==> config.mk <==
export PLATFORM = sky130hd
export DESIGN_NAME = mem_arbiter
export DESIGN_NICKNAME = d
export VERILOG_FILES = /design/src/rtl/mem_arb_pkg.sv /design/src/rtl/arb_watchdog.sv /design/src/rtl/mem_arbiter.sv
export SDC_FILE = /design/constraint.sdc
export NUM_CORES = 1
export LEC_CHECK = 0
export ABC_CLOCK_PERIOD_IN_PS = 4400
export CORE_ASPECT_RATIO = 0.75
export CORE_MARGIN = 2
export CORE_UTILIZATION = 42
export DETAILED_ROUTE_END_ITERATION = 7
export PLACE_DENSITY = 0.88
export REMOVE_ABC_BUFFERS = 1
export SKIP_CTS_REPAIR_TIMING = 1
export SYNTH_ARGS = -nofsm -noshare
export SYNTH_HDL_FRONTEND = slang
export SYNTH_HIERARCHICAL = 1
export SYNTH_SLANG_ARGS = --single-unit
export TNS_END_PERCENT = 5
==> constraint.sdc <==
create_clock -name i_clk -period 4.4 [get_ports i_clk]
set_input_delay 1.1 -clock i_clk [delete_from_list [all_inputs] [get_ports i_clk]]
set_output_delay 1.1 -clock i_clk [all_outputs]
set_load 0.05 [all_outputs]
==> src/rtl/mem_arb_pkg.sv <==
// Shared definitions for the instruction/data memory arbiter.
//   arb_state_t         : arbiter FSM state (IDLE, D_BUSY, I_BUSY)
//   ARB_DW              : data and address width of every port
//   ARB_TIMEOUT_DEFAULT : default watchdog limit in wait cycles
//   ARB_WD_W            : width of the watchdog counter
package mem_arb_pkg;

  localparam int unsigned ARB_DW              = 32;
  localparam int unsigned ARB_TIMEOUT_DEFAULT = 255;
  localparam int unsigned ARB_WD_W            = 8;

  typedef enum logic [1:0] {
    IDLE   = 2'd0,
    D_BUSY = 2'd1,
    I_BUSY = 2'd2
  } arb_state_t;

endpackage

==> src/rtl/arb_watchdog.sv <==
// Per-access watchdog counter for the memory arbiter.
// Counts wait cycles of the access in flight and flags the cycle on which the
// limit is reached.
//   i_clk     : clock, rising edge
//   i_rst     : synchronous active-high reset
//   i_clr     : clear the counter (takes priority over i_en)
//   i_en      : count this cycle (access in flight, no ack)
//   i_limit   : number of wait cycles allowed, 1..255
//   o_expired : this is the i_limit-th wait cycle without ack
module arb_watchdog
  import mem_arb_pkg::*;
(
  input  logic                i_clk,
  input  logic                i_rst,
  input  logic                i_clr,
  input  logic                i_en,
  input  logic [ARB_WD_W-1:0] i_limit,
  output logic                o_expired
);

  logic [ARB_WD_W-1:0] r_count;

  always_ff @(posedge i_clk) begin
    if (i_rst) begin
      r_count <= '0;
    end else if (i_clr) begin
      r_count <= '0;
    end else if (i_en) begin
      r_count <= r_count + 1'b1;
    end
  end

  // r_count holds completed wait cycles, so the current cycle is number r_count+1.
  assign o_expired = i_en && (r_count == (i_limit - 1'b1));

endmodule

==> src/rtl/mem_arbiter.sv <==
// Arbiter sharing one single-ported, variable-latency memory between the
// instruction-fetch port and the load/store port of the core. Requests of one
// pipeline cycle are serialised (data first), the pipeline is frozen with
// o_con_stall until all of them are acknowledged, and a watchdog aborts
// accesses that never get an ack.
//   i_clk, i_rst                  : clock and synchronous active-high reset
//   i_con_ireq, i_addr_instr      : fetch request and PC
//   o_data_instr                  : fetched word (registered)
//   i_con_dread, i_con_dwrite     : load / store request (never both)
//   i_addr_data, i_data_wdata     : load/store address and store data
//   o_data_rdata                  : loaded word (registered)
//   o_con_stall                   : pipeline freeze (combinational)
//   o_con_mem_req/_we, o_addr_mem,
//   o_data_memw                   : memory request bundle (registered)
//   i_con_mem_ack, i_data_memr    : memory ack pulse and read data
//   o_con_err                     : sticky timeout flag
module mem_arbiter
  import mem_arb_pkg::*;
#(
  parameter int unsigned TIMEOUT = ARB_TIMEOUT_DEFAULT
) (
  input  logic              i_clk,
  input  logic              i_rst,
  input  logic              i_con_ireq,
  input  logic [ARB_DW-1:0] i_addr_instr,
  output logic [ARB_DW-1:0] o_data_instr,
  input  logic              i_con_dread,
  input  logic              i_con_dwrite,
  input  logic [ARB_DW-1:0] i_addr_data,
  input  logic [ARB_DW-1:0] i_data_wdata,
  output logic [ARB_DW-1:0] o_data_rdata,
  output logic              o_con_stall,
  output logic              o_con_mem_req,
  output logic              o_con_mem_we,
  output logic [ARB_DW-1:0] o_addr_mem,
  output logic [ARB_DW-1:0] o_data_memw,
  input  logic              i_con_mem_ack,
  input  logic [ARB_DW-1:0] i_data_memr,
  output logic              o_con_err
);

  localparam logic [ARB_WD_W-1:0] TimeoutLimit = ARB_WD_W'(TIMEOUT);

  arb_state_t        r_state;
  logic              r_req;
  logic              r_we;
  logic [ARB_DW-1:0] r_addr;
  logic [ARB_DW-1:0] r_wdata;
  logic [ARB_DW-1:0] r_instr;
  logic [ARB_DW-1:0] r_rdata;
  logic              r_err;
  logic              r_d_done;
  logic              r_i_done;

  logic w_d_pend;
  logic w_i_pend;
  logic w_stall;
  logic w_busy;
  logic w_wd_en;
  logic w_wd_clr;
  logic w_wd_expired;

  assign w_d_pend = (i_con_dread | i_con_dwrite) & ~r_d_done;
  assign w_i_pend = i_con_ireq & ~r_i_done;
  assign w_stall  = w_d_pend | w_i_pend;
  assign w_busy   = (r_state != IDLE);

  // Count every busy cycle without ack; restart whenever an access ends so
  // the next access (possibly chained without IDLE) starts from zero.
  assign w_wd_en  = w_busy & ~i_con_mem_ack;
  assign w_wd_clr = ~w_wd_en | w_wd_expired;

  arb_watchdog u_watchdog (
    .i_clk     (i_clk),
    .i_rst     (i_rst),
    .i_clr     (w_wd_clr),
    .i_en      (w_wd_en),
    .i_limit   (TimeoutLimit),
    .o_expired (w_wd_expired)
  );

  always_ff @(posedge i_clk) begin
    if (i_rst) begin
      r_state  <= IDLE;
      r_req    <= 1'b0;
      r_we     <= 1'b0;
      r_addr   <= '0;
      r_wdata  <= '0;
      r_instr  <= '0;
      r_rdata  <= '0;
      r_err    <= 1'b0;
      r_d_done <= 1'b0;
      r_i_done <= 1'b0;
    end else begin
      // The core advances on every edge without stall; its next instruction
      // brings fresh requests.
      if (!w_stall) begin
        r_d_done <= 1'b0;
        r_i_done <= 1'b0;
      end

      unique case (r_state)
        IDLE: begin
          if (w_d_pend) begin
            r_state <= D_BUSY;
            r_req   <= 1'b1;
            r_we    <= i_con_dwrite;
            r_addr  <= i_addr_data;
            r_wdata <= i_data_wdata;
          end else if (w_i_pend) begin
            r_state <= I_BUSY;
            r_req   <= 1'b1;
            r_we    <= 1'b0;
            r_addr  <= i_addr_instr;
            r_wdata <= '0;
          end
        end

        D_BUSY: begin
          if (i_con_mem_ack) begin
            r_d_done <= 1'b1;
            if (!r_we) begin
              r_rdata <= i_data_memr;
            end
            if (w_i_pend) begin
              // Chain straight into the fetch; req stays high.
              r_state <= I_BUSY;
              r_we    <= 1'b0;
              r_addr  <= i_addr_instr;
              r_wdata <= '0;
            end else begin
              r_state <= IDLE;
              r_req   <= 1'b0;
              r_we    <= 1'b0;
            end
          end else if (w_wd_expired) begin
            r_err    <= 1'b1;
            r_d_done <= 1'b1;
            r_rdata  <= '0;
            r_state  <= IDLE;
            r_req    <= 1'b0;
            r_we     <= 1'b0;
          end
        end

        I_BUSY: begin
          if (i_con_mem_ack) begin
            r_i_done <= 1'b1;
            r_instr  <= i_data_memr;
            if (w_d_pend) begin
              r_state <= D_BUSY;
              r_we    <= i_con_dwrite;
              r_addr  <= i_addr_data;
              r_wdata <= i_data_wdata;
            end else begin
              r_state <= IDLE;
              r_req   <= 1'b0;
              r_we    <= 1'b0;
            end
          end else if (w_wd_expired) begin
            r_err    <= 1'b1;
            r_i_done <= 1'b1;
            r_instr  <= '0;
            r_state  <= IDLE;
            r_req    <= 1'b0;
            r_we     <= 1'b0;
          end
        end

        default: begin
          r_state <= IDLE;
          r_req   <= 1'b0;
          r_we    <= 1'b0;
        end
      endcase
    end
  end

  assign o_con_stall   = w_stall;
  assign o_con_mem_req = r_req;
  assign o_con_mem_we  = r_we;
  assign o_addr_mem    = r_addr;
  assign o_data_memw   = r_wdata;
  assign o_data_instr  = r_instr;
  assign o_data_rdata  = r_rdata;
  assign o_con_err     = r_err;

endmodule

# Word level (Yosys, flattened, before mapping)
# Cells that the tools add are included.
dict set report classes {
  addsub 1
  n_eq_ne 10
  mux 47
  bitwise 10
  n_reduce_logical 12
}
# cell count
set ops {}
lappend ops {{32-bit 2-to-1 mux} 14}
lappend ops {{32-bit case mux with 3 select lines} 2}
lappend ops {{1-bit 2-to-1 mux} 22}
lappend ops {{2-bit 2-to-1 mux} 6}
lappend ops {{3-bit inequality test (second input constant)} 3}
lappend ops {{3-bit AND reduction} 3}
lappend ops {{8-bit by 1-bit adder with 8-bit output (second input constant)} 1}
lappend ops {{8-bit equality test (second input constant)} 1}
lappend ops {{2-bit inequality test (second input constant)} 4}
lappend ops {{1-bit case mux with 3 select lines} 2}
lappend ops {{2-bit case mux with 3 select lines} 1}
lappend ops {{1-bit inverter} 4}
lappend ops {{4-bit AND reduction} 1}
lappend ops {{2-bit nonzero test} 2}
lappend ops {{2-bit OR reduction} 2}
lappend ops {{1-bit AND} 3}
lappend ops {{1-bit OR} 3}
lappend ops {{3-bit nonzero test} 1}
lappend ops {{2-bit by 1-bit equality test with 1-bit output (second input constant)} 1}
lappend ops {{2-bit equality test (second input constant)} 1}
lappend ops {{2-bit logical NOT} 1}
lappend ops {{2-bit AND reduction} 1}
lappend ops {{1-bit logical AND} 1}
dict set report word_totals {
  register_bits 143
  out_inout_bits 132
  word_cells 91
}

# Depth between registers and ports, before layout
dict set report logic_depth {
  ltp_word 7
  mapped_depth 12
  mapped_depth_nobuf 11
}

# Modules after synthesis
# Netlist, hierarchy kept.
# mod n_inst cells_per_inst area_per_inst_um2
set modules_own_cells {}
lappend modules_own_cells {mem_arbiter 1 642 5412.7}
lappend modules_own_cells {arb_watchdog 1 75 599.3}

# Worst setup path after synthesis
# Ideal clock, no wire load.
dict set report synth_path {
  kind {in2reg}
  startpoint {in i_con_mem_ack}
  endpoint {reg r_rdata[10] (netlist: o_data_rdata[10])}
  setup_ns 0.132
  t_arrival_ns 3.319
  t_required_ns 4.268
  slack_ns 0.949
  path_stages 12
  n_path_buf 5
  cell_sequence {buf_4 -> clkbuf_1 -> buf_1 -> nor2_1 -> clkbuf_1 -> nand4_1 -> nor4_1 -> nor2b_1 -> o21ai_1 -> clkbuf_1 -> nand2_1 -> a21oi_1}
}
dict set report synth_via {
  elab_chain_cells 5
  elab_cells_between_ends 7
  classes_between {eq/ne (1); mux (1); bitwise (2); reduce/logical (3)}
}
# item line_no
set synth_rtl {}
lappend synth_rtl {{from (decl)} mem_arbiter.sv:37} ;# input logic i_con_mem_ack,
lappend synth_rtl {{1-bit inverter (no source line)} --}
lappend synth_rtl {{1-bit AND} mem_arbiter.sv:70} ;# assign w_wd_en = w_busy & ~i_con_mem_ack;
lappend synth_rtl {{via w_wd_en} mem_arbiter.sv:59} ;# logic w_wd_en;
lappend synth_rtl {{1-bit logical AND} arb_watchdog.sv:34} ;# assign o_expired = i_en && (r_count == (i_limit - 1'b1));
lappend synth_rtl {{via w_wd_expired} mem_arbiter.sv:61} ;# logic w_wd_expired;
lappend synth_rtl {{2-bit nonzero test (no source line)} --}
lappend synth_rtl {{3-bit AND reduction (no source line)} --}
lappend synth_rtl {{to (signal assigned)} mem_arbiter.sv:123} ;# r_rdata <= i_data_memr;
lappend synth_rtl {{to (decl)} mem_arbiter.sv:50} ;# logic [ARB_DW-1:0] r_rdata;
# The timed path passes the listed nets, and every way through them passes these cells.
# A chain may end at the register's enable or synchronous reset.

# Final worst setup path
dict set report layout_path {
  startpoint {in i_con_dread}
  endpoint {out o_con_stall}
}
dict set report layout_via {
  elab_chain_cells 3
}
# item line_no
set layout_rtl {}
lappend layout_rtl {{from (decl)} mem_arbiter.sv:27} ;# input logic i_con_dread,
lappend layout_rtl {{1-bit OR} mem_arbiter.sv:63} ;# assign w_d_pend = (i_con_dread | i_con_dwrite) & ~r_d_done;
lappend layout_rtl {{1-bit AND} mem_arbiter.sv:63}
lappend layout_rtl {{1-bit OR} mem_arbiter.sv:65} ;# assign w_stall = w_d_pend | w_i_pend;
lappend layout_rtl {{to (decl)} mem_arbiter.sv:32} ;# output logic o_con_stall,
# No other way between the ends.

==> results.py <==
metrics = {
    "status": {
        "status": "finished, final reports clean",
    },
    "yosys": {
        "synth-seq-cells": 143,
        "synth_top_area_frac": 0.4762,
        "synthCells": 717,
        "syn_area_mm2": 0.006012,
        "synth_edf_count": 0,
        "ys.flop_type": "dfxtp_1",
        "ys_seq_area_frac": 0.4762,
        "synth_area_leaders": "dfxtp_1, nand4_1, nand2_1",
        "synth_warnings": 6,
        "avgSynthCellArea_um2": 8.385,
        "synthArstFlopShare": 0,
        "yosysUniqueCellTypes": 47,
        "synth_area_leader_cell": "dfxtp_1",
    },
    "worst_hold_path": {
        "hold_class": "reg2reg",
        "hold_start": "o_data_rdata[1]",
    },
    "route": {
        "drt-initial-drc-count": 371,
        "firstDrtPassIters": 5,
        "num_vias": 6437,
        "ant_nets": 0,
        "wl_per_cell_um": 17.39,
        "via_per_inst": 5.568,
        "drcViolationCount": 0,
        "routed_wl_um": 20100,
    },
    "sta": {
        "rsz0062_at_grt": "no",
        "worst_slew_pin_slew_ns": 0.7240,
        "max_freq_ghz": 0.2638,
        "tns_ns": 0,
        "maxSlewViolCount": 0,
        "relSlewSlack": 0.5173,
        "hold_viol": 0,
        "skew_ns": 0.01232,
        "whs_ns": 0.4530,
        "fin_crit_sh": 0.8615,
        "fin_crit_ns": 3.791,
        "setup_viol": 0,
    },
    "clocking": {
        "cts_max_path_buffers": 2,
        "cts_tree": "done",
        "path_clk_slew_ns": 0.06,
        "clock_latency_ns": 0.40,
        "clock-root-buffer": "clkbuf_16",
        "cts-buffers-inserted": 17,
        "numClockSinks": 143,
        "cts.htree.levels": 4,
    },
    "floorplan": {
        "die_w_um": 142.2,
        "num_rows": 37,
        "start_util": 0.4343,
        "die-area_mm2": 0.01530,
        "io_pins": 266,
        "die_h_um": 107.6,
        "core-area_mm2": 0.01384,
    },
    "grt": {
        "antenna_found_initial": 0,
        "grt_max_degree": 76,
        "grt_pass1_wl_um": 31640,
        "grt_usage": 0.2590,
        "overflow": 0,
        "first_global_vias": 6258,
    },
    "finish": {
        "finalCoreUtilization": 0.6807,
        "diodes": 0,
        "mostFrequentLayoutCell": "clkdlybuf4s50_1",
        "final_cell_mix": "clkdlybuf4s50_1, dfxtp_1, nand2_1",
        "area_growth_pct": 56.73,
        "n_fill_cell": 1115,
        "drive_gt1_frac": 0.06524,
        "fin_nets": 1109,
    },
    "critical_path": {
        "cp_cell_sequence": "clkdlybuf4s50_1 -> o21bai_4 -> nand2_1 -> clkdlybuf4s50_1",
        "crit_start": "i_con_dread",
        "cp_data_arrival_time_ns": 2.69,
        "cp_max_fo": 6,
        "critPathCaptureType": "primary output",
        "r2r_start": "r_state[0]",
        "start_kind": "input pin",
        "crit_top_cell": "clkdlybuf4s50_1",
        "crit_type": "in2out",
        "required_ns": 3.30,
        "critPathSlowestCell": "clkdlybuf4s50_1",
        "slowest_delay_ns": 0.71,
    },
    "power_and_ir_drop": {
        "power_leakage_uw": 0.003320,
        "peakVddDrop_v": 0.0002511,
        "p_per_area_mw_per_mm2": 450.5,
    },
    "placement": {
        "gp_congestion": 0.8510,
        "port_buffers": 265,
        "hpwl_um": 13270,
    },
    "job": {
        "cap_violations": 0,
    },
}
==> synth_stat cells, types with 2 or more instances <==
library cell	n
o21ai_1	12
buf_4	2
dfxtp_1	143
nand2b_1	2
buf_6	6
nor3_1	2
a32o_1	2
ha_1	6
inv_1	8
a211oi_2	2
nor2b_1	4
buf_1	2
nor4_1	3
a21oi_1	72
xor2_1	6
a31oi_1	33
nand4_1	68
nand2_1	105
o21a_1	3
a32oi_1	33
xnor2_1	8
nor2_1	47
o21ai_0	59
or3_1	4
clkbuf_1	63
==> cell type report <==
| class | instances | area [um^2] | share of cell area |
|---|---|---|---|
| Tap cell | 175 | 219.0 | 0.02324 |
| Clock inverter | 12 | 171.4 | 0.01819 |
| Inverter | 9 | 33.78 | 0.003585 |
| Clock buffer | 19 | 452.9 | 0.04807 |
| Timing Repair Buffer | 279 | 2763 | 0.2932 |
| Multi-Input combinational cell | 519 | 2920 | 0.3099 |
| Sequential cell | 143 | 2863 | 0.3038 |
==> critical path: cells and delay by family <==
| kind | cells | cell delay [ns] |
|---|---|---|
| buf+inv | 2 | 1.18 |
| simple gates | 1 | 0.12 |
| compound gates | 1 | 0.30 |
==> state kept, by name, summed over array words and instances, names as in the netlist <==
signal / cells
o_addr_mem: 32
o_con_err: 1
o_con_mem_req: 1
o_con_mem_we: 1
o_data_instr: 32
o_data_memw: 32
o_data_rdata: 32
r_d_done: 1
r_i_done: 1
r_state: 2
u_watchdog/r_count: 8
==> metal layers <==
layer | track usage | share of wire | vias to the layer above | routed length, um
met1 | 0.3085 | 0.39 | 3025 | 7936
met5 | 0 | 0 | - | 0
met3 | 0.08585 | 0.10 | 34 | 2016
li1 | - | - | 3070 | -
met2 | 0.4369 | 0.48 | 308 | 9647
met4 | 0.09500 | 0.025 | 0 | 499
==> power breakdown <==
group          leakage [uW]  switching, uW  internal [uW]  total (uW)
logic               0.00185            837            432        1270
clock network      0.000307            577            936        1510
registers           0.00117           54.9           1410        1460
total               0.00332           1470           2770        4240
==> per-stage QoR <==
step / worst slack (ns) / total power [uW] / cell area (um^2) / cells
after detailed placement: 0.6050 / 2751 / 8798 / 1125
final: 0.6094 / 4245 / 9423 / 1156
after CTS: 0.6040 / 4269 / 9423 / 1156
after global routing: 0.5268 / 4421 / 9423 / 1156
after global placement: 0.6192 / 2732 / 8798 / 1125
after floorplan: 0.8344 / 2214 / 5786 / 671
==> worst paths after layout <==
path	cells past startpoint	slack, ns	endpoint
worst max-delay path	4	0.61	o_con_stall
worst max register to register	11	1.51	o_data_rdata[26]
worst min register to register	2	0.45	o_data_rdata[1]
worst min-delay path	2	0.45	o_data_rdata[1]
==> cell families after synthesis <==
family,after synthesis,synth area share
buffers and inverters,83,0.06077
adder cells (fa/ha/maj),6,0.01249
flip-flops,143,0.4762
AO/OA/AOI/OAI,228,0.2377
multiplexers,1,0.001665
other,1,0.0006238
AND/OR/NAND/NOR,240,0.1875
XOR/XNOR,15,0.02310
No activity file was read; power rests on OpenSTA's default activity.
